--- config.mk ---
export PLATFORM = sky130hd
export DESIGN_NAME = stride_prefetch_gen_flat
export DESIGN_NICKNAME = d
export VERILOG_FILES = /design/src/rtl/stride_prefetch_gen_pkg.sv /design/src/rtl/stride_prefetch_gen_if.sv /design/src/rtl/stride_prefetch_gen_fifo.sv /design/src/rtl/stride_prefetch_gen.sv /design/src/flat_wrapper.sv
export SDC_FILE = /design/constraint.sdc
export NUM_CORES = 1
export LEC_CHECK = 0
export ABC_AREA = 1
export CORE_ASPECT_RATIO = 1.4
export CORE_MARGIN = 1.5
export CORE_UTILIZATION = 54
export CTS_CLUSTER_DIAMETER = 100
export DETAILED_ROUTE_END_ITERATION = 10
export PLACE_DENSITY = 0.77
export SKIP_LAST_GASP = 1
export SLEW_MARGIN = 20
export SYNTH_ARGS = -nofsm -noshare
export SYNTH_HDL_FRONTEND = slang
export SYNTH_SLANG_ARGS = --single-unit
export TNS_END_PERCENT = 10
--- constraint.sdc ---
create_clock -name clk -period 6.65 [get_ports clk]
set_clock_uncertainty 0.2 [all_clocks]
set_input_delay 1.33 -clock clk [delete_from_list [all_inputs] [get_ports clk]]
set_output_delay 1.33 -clock clk [all_outputs]
set_load 0.1 [all_outputs]
--- src/rtl/stride_prefetch_gen_pkg.sv ---
// prefetch_pkg: shared constants and types for the stride prefetch
// generator slice.
//   LINE_OFFSET_W / PAGE_OFFSET_W : byte-offset widths of a line / page
//   line_addr_t                   : 27-bit line address (byte addr >> 5)
//   pf_train_e                    : stride training FSM states
package prefetch_pkg;

    localparam int unsigned LINE_OFFSET_W = 5;
    localparam int unsigned PAGE_OFFSET_W = 12;
    localparam int unsigned LINE_ADDR_W   = 32 - LINE_OFFSET_W;

    typedef logic [LINE_ADDR_W-1:0] line_addr_t;

    typedef enum logic [1:0] {
        EMPTY,
        ONE,
        TRAINING,
        STEADY
    } pf_train_e;

endpackage

--- src/rtl/stride_prefetch_gen_if.sv ---
// stride_prefetch_gen_if: groups the L2 snoop inputs, flush, the
// prefetcher handshake and the drop counter of stride_prefetch_gen.
//   master : drives L2 snoop / flush / pf_ready, observes ORB side
//   slave  : the generator itself
interface stride_prefetch_gen_if;

    logic [31:0] L2_req_address;
    logic        L2_req_read;
    logic        L2_req_resp;
    logic        pf_flush;
    logic        pf_ready;
    logic [31:0] ORB;
    logic        prefetch_en;
    logic [15:0] pf_drop_count;

    modport master (
        output L2_req_address,
        output L2_req_read,
        output L2_req_resp,
        output pf_flush,
        output pf_ready,
        input  ORB,
        input  prefetch_en,
        input  pf_drop_count
    );

    modport slave (
        input  L2_req_address,
        input  L2_req_read,
        input  L2_req_resp,
        input  pf_flush,
        input  pf_ready,
        output ORB,
        output prefetch_en,
        output pf_drop_count
    );

endinterface

--- src/rtl/stride_prefetch_gen_fifo.sv ---
// pf_addr_fifo: synchronous candidate-address FIFO, DEPTH entries
// (power of two, >= 2) of WIDTH bits.
//   clk, rst_n : clock, asynchronous active-low reset (empties the FIFO)
//   flush      : synchronous clear, wins over push/pop
//   push, din  : enqueue; accepted when not full, or full with a pop
//   pop        : dequeue head (ignored when empty)
//   dout       : head entry, zero while empty
//   full/empty : occupancy flags
module pf_addr_fifo #(
    parameter int unsigned DEPTH = 4,
    parameter int unsigned WIDTH = 32
) (
    input  logic             clk,
    input  logic             rst_n,
    input  logic             flush,
    input  logic             push,
    input  logic [WIDTH-1:0] din,
    input  logic             pop,
    output logic [WIDTH-1:0] dout,
    output logic             full,
    output logic             empty
);

    localparam int unsigned AW = $clog2(DEPTH);

    logic [WIDTH-1:0] mem [DEPTH];
    logic [AW:0]      wr_ptr;
    logic [AW:0]      rd_ptr;
    logic             pop_ok;
    logic             push_ok;

    // Extra pointer bit distinguishes full from empty.
    assign empty   = (wr_ptr == rd_ptr);
    assign full    = (wr_ptr[AW] != rd_ptr[AW]) &&
                     (wr_ptr[AW-1:0] == rd_ptr[AW-1:0]);
    assign pop_ok  = pop && !empty;
    assign push_ok = push && (!full || pop_ok);
    assign dout    = empty ? '0 : mem[rd_ptr[AW-1:0]];

    always_ff @(posedge clk or negedge rst_n) begin
        if (!rst_n) begin
            wr_ptr <= '0;
            rd_ptr <= '0;
        end else if (flush) begin
            wr_ptr <= '0;
            rd_ptr <= '0;
        end else begin
            if (push_ok) wr_ptr <= wr_ptr + 1'b1;
            if (pop_ok)  rd_ptr <= rd_ptr + 1'b1;
        end
    end

    always_ff @(posedge clk) begin
        if (push_ok && !flush) mem[wr_ptr[AW-1:0]] <= din;
    end

endmodule

--- src/rtl/stride_prefetch_gen.sv ---
// stride_prefetch_gen: snoops completed L2 demand reads, learns one
// constant line stride with a saturating 0..3 confidence counter and,
// once confident, queues predicted line addresses for the prefetcher.
//   clk, rst_n : clock, asynchronous active-low reset
//   bus.L2_req_address/L2_req_read/L2_req_resp : demand snoop
//   bus.pf_flush      : clear training state and queue
//   bus.pf_ready      : prefetcher accepts ORB this cycle
//   bus.ORB           : candidate line address (queue head)
//   bus.prefetch_en   : ORB valid
//   bus.pf_drop_count : saturating count of candidates lost to a full queue
// Build option PF_PAGE_BOUND_EN: discard candidates that leave the 4 KiB
// page of the triggering request (not counted as drops).
module stride_prefetch_gen
    import prefetch_pkg::*;
#(
    parameter int unsigned FIFO_DEPTH  = 4,
    parameter int unsigned STRIDE_W    = 8,
    parameter int unsigned CONF_THRESH = 2
) (
    input  logic                  clk,
    input  logic                  rst_n,
    stride_prefetch_gen_if.slave  bus
);

    // Thresholds above 3 can never be reached by the 2-bit counter.
    localparam logic [2:0] THRESH_L = (CONF_THRESH > 3) ? 3'd4 : 3'(CONF_THRESH);

    pf_train_e                   state_q, state_d;
    logic signed [STRIDE_W-1:0]  stride_q, stride_d;
    logic [1:0]                  conf_q, conf_d;
    line_addr_t                  last_q, last_d;
    logic [31:0]                 last_enq_q;
    logic                        last_enq_vld_q;
    logic [15:0]                 drop_cnt_q;

    logic                        ev;
    line_addr_t                  ev_line;
    line_addr_t                  delta;
    logic [LINE_ADDR_W-STRIDE_W:0] delta_hi;
    logic                        in_range;
    logic [STRIDE_W-1:0]         delta_s;
    logic                        cand_gen;
    line_addr_t                  cand_line;
    logic [31:0]                 cand_addr;
    logic                        page_ok;
    logic                        dup_hit;
    logic                        cand_ok;
    logic                        fifo_full;
    logic                        fifo_empty;
    logic                        pop;
    logic                        push;
    logic                        drop;
    logic [31:0]                 fifo_head;

    assign ev       = bus.L2_req_read && bus.L2_req_resp;
    assign ev_line  = bus.L2_req_address[31:LINE_OFFSET_W];
    assign delta    = ev_line - last_q;
    // In range of a signed STRIDE_W value iff all bits from the sign bit
    // upward agree.
    assign delta_hi = delta[LINE_ADDR_W-1:STRIDE_W-1];
    assign in_range = (&delta_hi) || !(|delta_hi);
    assign delta_s  = delta[STRIDE_W-1:0];

    always_comb begin
        state_d  = state_q;
        stride_d = stride_q;
        conf_d   = conf_q;
        last_d   = last_q;
        cand_gen = 1'b0;
        if (ev) begin
            if (state_q == EMPTY) begin
                last_d  = ev_line;
                state_d = ONE;
            end else if (delta == '0) begin
                // repeated line: no training update
            end else if (!in_range) begin
                stride_d = '0;
                conf_d   = '0;
                last_d   = ev_line;
                state_d  = ONE;
            end else begin
                last_d = ev_line;
                if (state_q == ONE || delta_s != stride_q) begin
                    stride_d = delta_s;
                    conf_d   = '0;
                end else begin
                    conf_d = (conf_q == 2'd3) ? 2'd3 : conf_q + 2'd1;
                end
                cand_gen = ({1'b0, conf_d} >= THRESH_L);
                state_d  = cand_gen ? STEADY : TRAINING;
            end
        end
    end

    assign cand_line = ev_line + {{(LINE_ADDR_W-STRIDE_W){stride_d[STRIDE_W-1]}}, stride_d};
    assign cand_addr = {cand_line, {LINE_OFFSET_W{1'b0}}};

`ifdef PF_PAGE_BOUND_EN
    assign page_ok = (cand_addr[31:PAGE_OFFSET_W] == bus.L2_req_address[31:PAGE_OFFSET_W]);
`else
    assign page_ok = 1'b1;
`endif

    assign dup_hit = last_enq_vld_q && (cand_addr == last_enq_q);
    assign cand_ok = cand_gen && page_ok && !dup_hit && !bus.pf_flush;
    assign pop     = !fifo_empty && bus.pf_ready && !bus.pf_flush;
    assign push    = cand_ok && (!fifo_full || pop);
    assign drop    = cand_ok && fifo_full && !pop;

    always_ff @(posedge clk or negedge rst_n) begin
        if (!rst_n) begin
            state_q        <= EMPTY;
            stride_q       <= '0;
            conf_q         <= '0;
            last_q         <= '0;
            last_enq_q     <= '0;
            last_enq_vld_q <= 1'b0;
            drop_cnt_q     <= '0;
        end else begin
            if (bus.pf_flush) begin
                state_q        <= EMPTY;
                stride_q       <= '0;
                conf_q         <= '0;
                last_enq_vld_q <= 1'b0;
            end else begin
                state_q  <= state_d;
                stride_q <= stride_d;
                conf_q   <= conf_d;
                last_q   <= last_d;
                if (push) begin
                    last_enq_q     <= cand_addr;
                    last_enq_vld_q <= 1'b1;
                end
            end
            if (drop && drop_cnt_q != '1) drop_cnt_q <= drop_cnt_q + 16'd1;
        end
    end

    pf_addr_fifo #(
        .DEPTH (FIFO_DEPTH),
        .WIDTH (32)
    ) u_fifo (
        .clk   (clk),
        .rst_n (rst_n),
        .flush (bus.pf_flush),
        .push  (push),
        .din   (cand_addr),
        .pop   (pop),
        .dout  (fifo_head),
        .full  (fifo_full),
        .empty (fifo_empty)
    );

    assign bus.ORB           = fifo_head;
    assign bus.prefetch_en   = !fifo_empty;
    assign bus.pf_drop_count = drop_cnt_q;

endmodule

--- src/flat_wrapper.sv ---
// flat-port wrapper written by rule: the top's interface ports become plain ports
module stride_prefetch_gen_flat import prefetch_pkg::*;
#(
    parameter int unsigned FIFO_DEPTH  = 4,
    parameter int unsigned STRIDE_W    = 8,
    parameter int unsigned CONF_THRESH = 2
)
  (clk, rst_n, bus_L2_req_address, bus_L2_req_read, bus_L2_req_resp, bus_pf_flush, bus_pf_ready, bus_ORB, bus_prefetch_en, bus_pf_drop_count);
  stride_prefetch_gen_if bus_i ();
  input  logic clk;
  input  logic rst_n;
  input wire logic [$bits(bus_i.L2_req_address)-1:0] bus_L2_req_address;
  input wire logic [$bits(bus_i.L2_req_read)-1:0] bus_L2_req_read;
  input wire logic [$bits(bus_i.L2_req_resp)-1:0] bus_L2_req_resp;
  input wire logic [$bits(bus_i.pf_flush)-1:0] bus_pf_flush;
  input wire logic [$bits(bus_i.pf_ready)-1:0] bus_pf_ready;
  output wire logic [$bits(bus_i.ORB)-1:0] bus_ORB;
  output wire logic [$bits(bus_i.prefetch_en)-1:0] bus_prefetch_en;
  output wire logic [$bits(bus_i.pf_drop_count)-1:0] bus_pf_drop_count;
  assign bus_i.L2_req_address = bus_L2_req_address;
  assign bus_i.L2_req_read = bus_L2_req_read;
  assign bus_i.L2_req_resp = bus_L2_req_resp;
  assign bus_i.pf_flush = bus_pf_flush;
  assign bus_i.pf_ready = bus_pf_ready;
  assign bus_ORB = bus_i.ORB;
  assign bus_prefetch_en = bus_i.prefetch_en;
  assign bus_pf_drop_count = bus_i.pf_drop_count;
  stride_prefetch_gen #(.FIFO_DEPTH(FIFO_DEPTH), .STRIDE_W(STRIDE_W), .CONF_THRESH(CONF_THRESH)) u_core (.clk(clk), .rst_n(rst_n), .bus(bus_i));
endmodule
==> flow_summary_export.csv, run 1 <==
group,metric,value,unit
outcome,status,"finished, violations left",
outcome,violations,"negative setup slack",
route,detail-route-antenna-nets,0,
cells_and_area,fill_cells,1439,
timing,finalSetupViolations,155,
clock_tree,clk_latency,0.46,ns
floorplanning,core,23200,um2
timing,clock.fmax,142,MHz
worst_hold_path,hold_path_class,"reg2reg",
power,powerDensity,211,nW/um2
global_routing,grt_use_total,0.310,
setup_path,end_kind,"flop",
route,drt_iter0_markers,897,
clock_tree,numClockSinks,197,
timing,period_share,1.06,
timing,holdWs,0.295,ns
route,wl_per_cell,16.5,um
setup_path,critPathLaunchType,"primary input",
logic_synthesis,ys_warn_count,0,
cells_and_area,n_antenna_cell,0,
worst_hold_path,hold_depth,1,
timing,maxSlewViolCount,0,
global_routing,overflow,0,
clock_tree,htreeDepth,4,
setup_path,crit_arrival,7.05,ns
logic_synthesis,ys_seq_area_frac,0.429,
placement,port_buffers,76,
timing,tightest_slew,1.04,ns
floorplanning,chipHeight,185,um
logic_synthesis,yosys_register_bits,197,
timing,finalCriticalPeriod,7.04,ns
route,drt_pre_antenna_iters,5,
timing,rsz0062_at_grt,"yes",
power,finalPower,3.81,mW
setup_path,path_max_fanout,7,
setup_path,rr_worst_depth,47,
setup_path,max_stage_delay,0.34,ns
setup_path,worst-setup-path-type,"in2reg",
timing,fin_setup_tns,-47.57,ns
logic_synthesis,ys.flop_type,"edfxtp_1",
flow_run,cap_violations,0,
global_routing,grt_pass1_wl,59800,um
logic_synthesis,synth_area,12700,um2
power,total_leakage_power,8.70,nW
clock_tree,cts_tree,"done",
logic_synthesis,async_reset_ff_frac,0.452,
worst_hold_path,hold_end,"u_core.bus.pf_drop_count[14]",
cells_and_area,nets,2122,
route,drc,0,
timing,relSlewSlack,0.305,
worst_hold_path,hp-start,"u_core.bus.pf_drop_count[14]",
floorplanning,die-area,24500,um2
setup_path,cp_slowest_cell,"ha_4",
setup_path,r2r_slack,0.20,ns
setup_path,r2r_start,"u_core.last_q[5]",
cells_and_area,area_growth,41.6,%
logic_synthesis,syn_avg_cell_area,7.67,um2
route,num_vias,12800,
cells_and_area,seqCellArea,5470,um2
floorplanning,row_count,66,
clock_tree,cts-root-buf,"clkbuf_16",
setup_path,cpMostUsedCell,"nand2_1",
setup_path,crit_required,6.66,ns
power,ir_worst_vdd,0.189,mV
floorplanning,initial_core_util,0.549,
cells_and_area,drive_above_1_share,0.307,
cells_and_area,postLayoutCellArea,18000,um2
clock_tree,numCtsBuffers,17,
timing,finalWorstSetupSlack,-0.388,ns
global_routing,grt_max_degree,57,
logic_synthesis,synth_cell_type_count,53,
timing,hold_violations,0,
clock_tree,cts.clk_slew.worst_paths,0.08,ns
route,routed_wl,38600,um
route,via_per_inst,5.46,
floorplanning,io-pin-count,87,
setup_path,r2r_end,"u_core.u_fifo.mem[3][17]",
floorplanning,die_x,133,um
placement,dp_hpwl,25500,um
logic_synthesis,synth_edf_count,108,
clock_tree,ctsLongestPathBuffers,2,
placement,finalWeightedCongestion,1.08,
logic_synthesis,synth_cells,1661,
cells_and_area,multi_input_area,7310,um2
global_routing,grt_pass1_vias,12800,
placement,dpl_cell_area,16000,um2
global_routing,antenna_found_initial,0,
## worst max-delay path by stage
stage | start | end | slack [ns] | depth (start not counted)
detailed placement | bus_L2_req_address[5] | u_core.u_fifo.mem[2][21] | -1.59 | 42
floorplan | bus_L2_req_address[5] | u_core.u_fifo.mem[0][0] | -0.41 | 42
global route | bus_L2_req_address[8] | u_core.u_fifo.mem[3][2] | -0.79 | 47
CTS | bus_L2_req_address[5] | u_core.u_fifo.mem[3][4] | -0.34 | 47
finish | bus_L2_req_address[11] | u_core.u_fifo.mem[3][17] | -0.39 | 48
global placement | bus_L2_req_address[5] | u_core.u_fifo.mem[2][22] | -1.37 | 47
## report_power, final
| group | internal (mW) | total, mW | switching [mW] |
|---|---|---|---|
| combinational | 0.609 | 1.39 | 0.777 |
| sequential | 1.34 | 1.35 | 0.0110 |
| clock | 0.520 | 1.07 | 0.551 |
| total | 2.47 | 3.81 | 1.34 |
## kinds of logic (layout without fill, tap and decap cells)
family	Yosys count	after routing	synth area share
AOI/OAI and AO/OA	244	244	0.107
xor gates and xnor gates	44	44	0.0347
adders and majority gates	61	61	0.0611
buffers and inverters	306	674	0.0942
DFF	197	197	0.429
other	1	5	0.000294
and+or+nand+nor	808	811	0.274
## sequential cells by signal, summed over array words and instances (netlist names)
signal / count
u_core.conf_q: 2
u_core.stride_q: 8
u_core.bus.pf_drop_count: 16
u_core.u_fifo.mem: 108
u_core.state_q: 2
u_core.last_q: 27
u_core.u_fifo.rd_ptr: 3
u_core.u_fifo.wr_ptr: 3
u_core.last_enq_vld_q: 1
u_core.last_enq_q: 27
## worst max-delay path: cells and delay by family
family / cells / cell delay (ns)
AND/OR/NAND/NOR: 31 / 3.21
buffers and inverters: 11 / 1.30
AO/OA/AOI/OAI: 4 / 0.61
adder cells (fa/ha/maj): 2 / 0.57
## cell type report
| type | instances | share of cell area |
|---|---|---|
| well taps | 306 | 0.0212 |
| inverters | 266 | 0.0577 |
| clock inverters | 15 | 0.0110 |
| flip-flops and latches | 197 | 0.303 |
| multi-input cells | 1165 | 0.405 |
| clock buffers | 17 | 0.0236 |
| repair buffers | 376 | 0.178 |
## stage by stage
stage               setup WS, ns  instances   util
floorplan                 -0.408       1665      -
global placement           -1.37       2273  0.688
CTS                       -0.338       2330  0.759
finish                    -0.388       2342  0.778
global route              -0.793       2342  0.778
detailed placement         -1.59       2273  0.688
## layout by cell type (no fill, tap or decap), types with 6 or more instances in the layout
cell / count
nand2_4: 16
nand3_2: 17
inv_2: 25
clkdlybuf4s50_1: 49
nand2_2: 67
nand3_1: 69
buf_6: 6
or2_2: 8
o21ai_0: 84
inv_1: 235
buf_4: 278
a21oi_2: 15
nand3b_1: 9
clkinv_8: 7
nor2_1: 153
nor2_2: 27
buf_12: 13
xnor2_1: 9
nand4_1: 30
ha_1: 22
o21ai_2: 10
xor2_2: 6
nor2_4: 21
clkbuf_16: 18
clkbuf_2: 11
nor3_1: 11
a21oi_1: 64
dfrtp_1: 89
xor2_1: 23
dlygate4sd2_1: 11
nand2_1: 360
o21ai_1: 20
ha_4: 36
edfxtp_1: 108
o22ai_1: 27
## synthesized netlist by cell type (6+ instances only)
library cell,number,area (um2)
nor2_2,21,131
nand2_2,7,43.8
or2_2,8,50.1
o21ai_2,7,61.3
edfxtp_1,108,3240
nand3b_1,9,67.6
dfrtp_1,89,2230
a21oi_1,77,385
o21ai_1,15,75.1
buf_4,9,67.6
inv_1,253,950
o21ai_0,92,460
o21bai_1,6,45.0
o22ai_1,27,169
nor2_1,176,661
clkbuf_1,27,101
nand3_1,82,410
nand3_2,6,60.1
xnor2_1,11,96.3
xor2_1,29,254
nand2_1,437,1640
inv_2,10,37.5
ha_1,59,738
nand4_1,30,188
nor3_1,14,70.1
## repair_timing
item / 4_1_cts / 5_1_grt
gates resized for setup: 178 / 132
pin swaps: 73 / 89
hold buffers: 0 / 0
gates cloned: 8 / 1
buffers inserted: 19 / 12
setup endpoints to repair: 155 / 155
## metal layers
layer | track usage | wire length, um | vias to the layer above
met5 | 0 | 0 | -
met2 | 0.594 | 20500 | 503
met4 | 0.199 | 2480 | 0
met1 | 0.316 | 13900 | 6006
li1 | - | - | 6105
met3 | 0.0369 | 1640 | 170
No activity file was read; power rests on OpenSTA's default activity.
==> run 2: changes to the inputs <==
--- a/config.mk
+++ b/config.mk
@@ -8,10 +8,9 @@
 export ABC_AREA = 1
 export CORE_ASPECT_RATIO = 1.4
 export CORE_MARGIN = 1.5
-export CORE_UTILIZATION = 54
+export CORE_UTILIZATION = 40
 export CTS_CLUSTER_DIAMETER = 100
 export DETAILED_ROUTE_END_ITERATION = 10
-export PLACE_DENSITY = 0.77
 export SKIP_LAST_GASP = 1
 export SLEW_MARGIN = 20
 export SYNTH_ARGS = -nofsm -noshare
==> run 2 against run 1 <==
Compared with the run above: the flow still finishes with violations (negative setup slack); sequential cell count did not move; setup slack got worse by 0.032 ns; routed wire length is 2.9% lower; combinational power about the same; final area increased by 3.5%; critical path type unchanged.
==> flow_summary_export.csv, run 2 (synthesis results as in run 1) <==
group,metric,value,unit
setup_path,crit_arrival,7.26,ns
clock_tree,numCtsBuffers,17,
clock_tree,cts.clk_slew.worst_paths,0.08,ns
global_routing,antenna_found_initial,0,
floorplanning,initial_core_util,0.405,
route,drt_pre_antenna_iters,7,
timing,holdWs,0.294,ns
timing,rsz0062_at_grt,"yes",
timing,clock.fmax,141,MHz
clock_tree,cts-root-buf,"clkbuf_16",
placement,dp_slack,-1.71,ns
power,ir_worst_vdd,0.197,mV
clock_tree,ctsLongestPathBuffers,2,
setup_path,worst-setup-path-type,"in2reg",
floorplanning,io-pin-count,87,
setup_path,endpoint,"u_core.stride_q[0]",
placement,dp_hpwl,26200,um
cells_and_area,n_antenna_cell,0,
setup_path,rr_worst_depth,47,
cells_and_area,final_common_cell,"nand2_1",
cells_and_area,drive_above_1_share,0.320,
outcome,status,"finished, violations left",
setup_path,max_stage_delay,0.36,ns
global_routing,grt_max_degree,57,
floorplanning,core,31500,um2
clock_tree,cts_tree,"done",
global_routing,grt_pass1_vias,12500,
route,drc,0,
setup_path,r2r_slack,0.16,ns
cells_and_area,multi_input_area,7310,um2
setup_path,critPathLaunchType,"primary input",
setup_path,r2r_start,"u_core.last_q[0]",
setup_path,path_max_fanout,5,
clock_tree,numClockSinks,197,
clock_tree,cts_hold_buf,0,
timing,fin_setup_tns,-46.32,ns
clock_tree,htreeDepth,4,
global_routing,overflow,0,
power,total_leakage_power,8.98,nW
worst_hold_path,hp-start,"u_core.bus.pf_drop_count[4]",
clock_tree,clk_latency,0.46,ns
route,via_per_inst,4.92,
floorplanning,row_count,77,
cells_and_area,seqCellArea,5470,um2
timing,finalCriticalPeriod,7.07,ns
floorplanning,die-area,33000,um2
timing,finalWorstSetupSlack,-0.420,ns
cells_and_area,fin_util,0.593,
global_routing,grt_pass1_wl,60000,um
flow_run,cap_violations,0,
timing,period_share,1.06,
setup_path,end_kind,"flop",
setup_path,cp_slowest_cell,"fa_2",
setup_path,cpMostUsedCell,"buf_4",
timing,maxSlewViolCount,0,
timing,tightest_slew,0.984,ns
cells_and_area,largest_reg_flops,108,
placement,port_buffers,76,
setup_path,r2r_end,"u_core.stride_q[0]",
route,drt_iter0_markers,590,
global_routing,grt_use_total,0.230,
setup_path,crit_required,6.84,ns
worst_hold_path,hold_path_class,"reg2reg",
timing,hold_violations,0,
cells_and_area,fill_cells,2730,
power,powerDensity,204,nW/um2
placement,finalWeightedCongestion,0.953,
cells_and_area,area_growth,46.6,%
route,wl_per_cell,15.0,um
route,routed_wl,37400,um
timing,relSlewSlack,0.342,
floorplanning,die_x,154,um
route,detail-route-antenna-nets,0,
cells_and_area,layout_common_cells,"374 x nand2_1, 339 x buf_4, 237 x inv_1",
timing,finalSetupViolations,156,
floorplanning,chipHeight,214,um
route,num_vias,12300,
cells_and_area,nets,2187,
setup_path,startpoint,"bus_L2_req_address[5]",
outcome,violations,"negative setup slack",
[run 2: changes by cell type in the layout (fill, tap and decap cells not counted), moves of 5 or more]
cell / change
buf_4: +61
nand2_1: +14
clkbuf_2: -10
nand2_2: -7
nand2_4: -7
nand3_1: -7
dlygate4sd2_1: +6
nor2_1: +6
o21ai_0: -5
[run 2: worst max-delay path: cells and delay by family]
kind | cells | cell delay, ns
adder cells (fa/ha/maj) | 2 | 0.51
buffers and inverters | 34 | 3.99
AO/OA/AOI/OAI | 2 | 0.30
AND/OR/NAND/NOR | 11 | 1.16
[run 2: worst min path at each step]
stage,end,cells after the start
6_report,u_core.bus.pf_drop_count[4],1
5_1_grt,u_core.u_fifo.rd_ptr[2],1
4_1_cts,u_core.bus.pf_drop_count[14],1
3_5_place_dp,u_core.bus.pf_drop_count[14],1
3_3_place_gp,u_core.u_fifo.rd_ptr[2],1
2_1_floorplan,u_core.u_fifo.rd_ptr[2],1
[run 2: metrics by stage]
stage | power (mW) | instance area, um2 | std cells
floorplan | 1.99 | 13000 | 1665
global placement | 2.52 | 16200 | 2383
detailed placement | 2.53 | 16200 | 2383
CTS | 3.76 | 18200 | 2479
global route | 4.01 | 18700 | 2496
finish | 3.80 | 18700 | 2496
[run 2: routing by layer]
| metal | track usage | up-vias | routed length [um] |
|---|---|---|---|
| li1 | - | 6221 | - |
| met1 | 0.247 | 5737 | 14700 |
| met2 | 0.439 | 220 | 20300 |
| met3 | 0.0293 | 99 | 892 |
| met4 | 0.107 | 0 | 1540 |
| met5 | 0 | - | 0 |
[run 2: layout make-up]
class	instances	share of cell area
Timing Repair Buffer	441	0.201
Tap cell	395	0.0265
Clock buffer	17	0.0228
Inverter	266	0.0555
Multi-Input combinational cell	1165	0.391
Sequential cell	197	0.293
Clock inverter	15	0.0102
[run 2: what timing repair did]
action / in CTS / in global routing
pin swaps: 86 / 66
gates resized for setup: 197 / 86
endpoints found under the setup margin: 159 / 156
buffers inserted: 59 / 19
gates cloned: 6 / 3
[run 2: power by group]
group          internal (mW)  leakage, nW  switching (mW)
clock                  0.542        0.293           0.528
combinational          0.643         6.63           0.740
sequential              1.34         2.06          0.0107
total                   2.53         8.98            1.28
==> run 3: changes to the inputs <==
==> constraint.sdc (replaced) <==
create_clock -name clk -period 6.65 [get_ports clk]
set_clock_uncertainty 0.2 [all_clocks]
set_input_delay 0.665 -clock clk [delete_from_list [all_inputs] [get_ports clk]]
set_output_delay 0.665 -clock clk [all_outputs]
set_load 0.1 [all_outputs]
==> run 3 against run 2 <==
Compared with the run above: largest cell class unchanged; sequential power is essentially flat; final area is 5.1% lower; largest power group is now sequential cells; maximum frequency up 9.4%; die area unchanged; core utilization is 3.0 points lower; clock power down 4%; power is 3.8% lower; critical endpoint is now u_core.u_fifo.mem[2][16]; global-route usage fell by 0.71 points; register-to-register slack gained 0.06 ns; clock-buffer cell count unchanged; the flow now finishes without violations; sequential cell count unchanged.
==> flow_summary_export.csv, run 3 (synthesis results as in run 1) <==
group,metric,value,unit
outcome,status,"finished, final reports clean",
setup_path,critPathLaunchType,"primary input",
route,wl_per_cell,15.2,um
setup_path,end_kind,"flop",
route,drc,0,
setup_path,r2r_end,"u_core.u_fifo.mem[2][16]",
timing,rsz0062_at_grt,"yes",
global_routing,grt_pass1_wl,57200,um
clock_tree,cts_tree,"done",
power,ir_worst_vdd,0.194,mV
cells_and_area,n_antenna_cell,0,
timing,relSlewSlack,0.316,
timing,finalCriticalPeriod,6.46,ns
worst_hold_path,hp-start,"u_core.last_enq_q[22]",
route,drt_iter0_markers,658,
clock_tree,cts-root-buf,"clkbuf_16",
route,num_vias,12000,
power,p_seq_frac,0.369,
cells_and_area,largest_reg_flops,108,
cells_and_area,multi_input_area,7020,um2
cells_and_area,postLayoutCellArea,17700,um2
global_routing,grt_pass1_vias,11700,
global_routing,grt_use_total,0.222,
route,top_layer_used,"met4",
setup_path,worst-setup-path-type,"in2reg",
cells_and_area,fill_cells,2846,
route,m1WireLength,14000,um
timing,maxSlewViolCount,0,
setup_path,cp_slowest_cell,"ha_4",
cells_and_area,nets,2111,
setup_path,endpoint,"u_core.u_fifo.mem[2][16]",
cells_and_area,layout_common_cells,"402 x nand2_1, 276 x buf_4, 244 x inv_1",
clock_tree,cts.clk_slew.worst_paths,0.07,ns
floorplanning,die-area,33000,um2
setup_path,cpMostUsedCell,"nand2_1",
route,routed_wl,36900,um
clock_tree,clk_latency,0.47,ns
route,via_per_inst,4.94,
setup_path,crit_required,6.63,ns
clock_tree,numCtsBuffers,17,
global_routing,antenna_found_initial,0,
worst_hold_path,hold_path_class,"reg2reg",
cells_and_area,seqCellArea,5470,um2
timing,finalSetupViolations,0,
placement,dp_hpwl,27800,um
setup_path,rr_worst_depth,42,
power,power.switching,1.22,mW
floorplanning,chipHeight,214,um
route,detail-route-antenna-nets,0,
setup_path,crit_arrival,6.44,ns
power,finalPower,3.66,mW
power,clockPowerShare,0.281,
placement,port_buffers,76,
floorplanning,core,31500,um2
setup_path,max_stage_delay,0.38,ns
placement,finalWeightedCongestion,0.917,
cells_and_area,final_common_cell,"nand2_1",
placement,dpl_cell_area,16000,um2
timing,fin_setup_tns,0,ns
timing,hold_violations,0,
timing,period_share,0.972,
route,drt_pre_antenna_iters,5,
cells_and_area,area_growth,39.1,%
floorplanning,initial_core_util,0.405,
floorplanning,row_count,77,
flow_run,cap_violations,0,
clock_tree,ctsLongestPathBuffers,2,
setup_path,startpoint,"bus_L2_req_address[6]",
cells_and_area,drive_above_1_share,0.270,
power,total_leakage_power,8.68,nW
floorplanning,io-pin-count,87,
power,swShare,0.333,
route,wl_met3,831,um
placement,dp_slack,-0.865,ns
global_routing,overflow,0,
timing,clock.fmax,155,MHz
clock_tree,htreeDepth,4,
global_routing,grt_max_degree,58,
power,p_int,2.44,mW
setup_path,r2r_start,"u_core.last_q[0]",
power,powerDensity,206,nW/um2
clock_tree,numClockSinks,197,
floorplanning,die_x,154,um
route,met2_length,20500,um
timing,tightest_slew,1.02,ns
setup_path,path_max_fanout,7,
setup_path,r2r_slack,0.22,ns
timing,finalWorstSetupSlack,0.185,ns
power,combPwrFrac,0.350,
==> run 3: cell count changes in the layout (fill, tap and decap cells not counted), moves of 9 or more <==
cell,change
nand3_1,+13
nand3_2,-11
nand2_1,+28
buf_4,-63
dlygate4sd2_1,-16
nand2_2,-20
dlymetal6s2s_1,+23
nor2_4,-9
==> run 3: cell type report <==
type,count,share of cell area
clock inverters,15,0.00826
clock buffers,17,0.0240
repair buffers,368,0.179
well taps,395,0.0279
flip-flops and latches,197,0.309
inverters,266,0.0568
multi-input cells,1162,0.396
==> run 3: power groups by stage <==
| stage | logic (mW) | registers [mW] | clock network (mW) |
|---|---|---|---|
| 2_1_floorplan | 0.600 | 1.37 | 0 |
| 4_1_cts | 1.14 | 1.35 | 1.05 |
| 6_report | 1.28 | 1.35 | 1.03 |
| 3_5_place_dp | 1.11 | 1.38 | 0 |
| 5_1_grt | 1.41 | 1.35 | 1.09 |
| 3_3_place_gp | 1.10 | 1.38 | 0 |
==> run 3: worst min path at each step <==
stage               cells past startpoint                           to  slack, ns
floorplan                               0  u_core.bus.pf_drop_count[0]       0.17
global placement                        2             u_core.last_q[0]       0.28
detailed placement                      2        u_core.last_enq_q[19]       0.28
CTS                                     2        u_core.last_enq_q[19]       0.30
global route                            1  u_core.bus.pf_drop_count[4]       0.32
finish                                  2        u_core.last_enq_q[22]       0.30
==> run 3: stage by stage <==
| step | utilization | std cells | hold WS, ns |
|---|---|---|---|
| after global placement | 0.507 | 2370 | 0.278 |
| after global routing | 0.563 | 2420 | 0.323 |
| final | 0.563 | 2420 | 0.298 |
| after detailed placement | 0.507 | 2370 | 0.283 |
| after CTS | 0.530 | 2407 | 0.299 |
| after floorplan | - | 1665 | 0.169 |
==> run 3: metal layers <==
| metal | track usage | vias to the layer above |
|---|---|---|
| met2 | 0.430 | 224 |
| met1 | 0.230 | 5572 |
| met5 | 0 | - |
| met3 | 0.0297 | 82 |
| li1 | - | 6074 |
| met4 | 0.116 | 0 |
==> run 3: timing repair <==
| action | 4_1_cts | 5_1_grt |
|---|---|---|
| cloned | 0 | 3 |
| hold buffers | 1 | 0 |
| setup endpoints to repair | 155 | 155 |
| resized for setup | 28 | 190 |
| hold endpoints to repair | 35 | 0 |
| setup buffers | 4 | 10 |
| pin swaps | 7 | 52 |
==> run 3: worst max-delay path, delay by kind of cell <==
family                   cells  cell delay, ns
adder cells (fa/ha/maj)      2            0.67
buffers and inverters       10            1.58
AND/OR/NAND/NOR             30            3.28
AO/OA/AOI/OAI                2            0.24
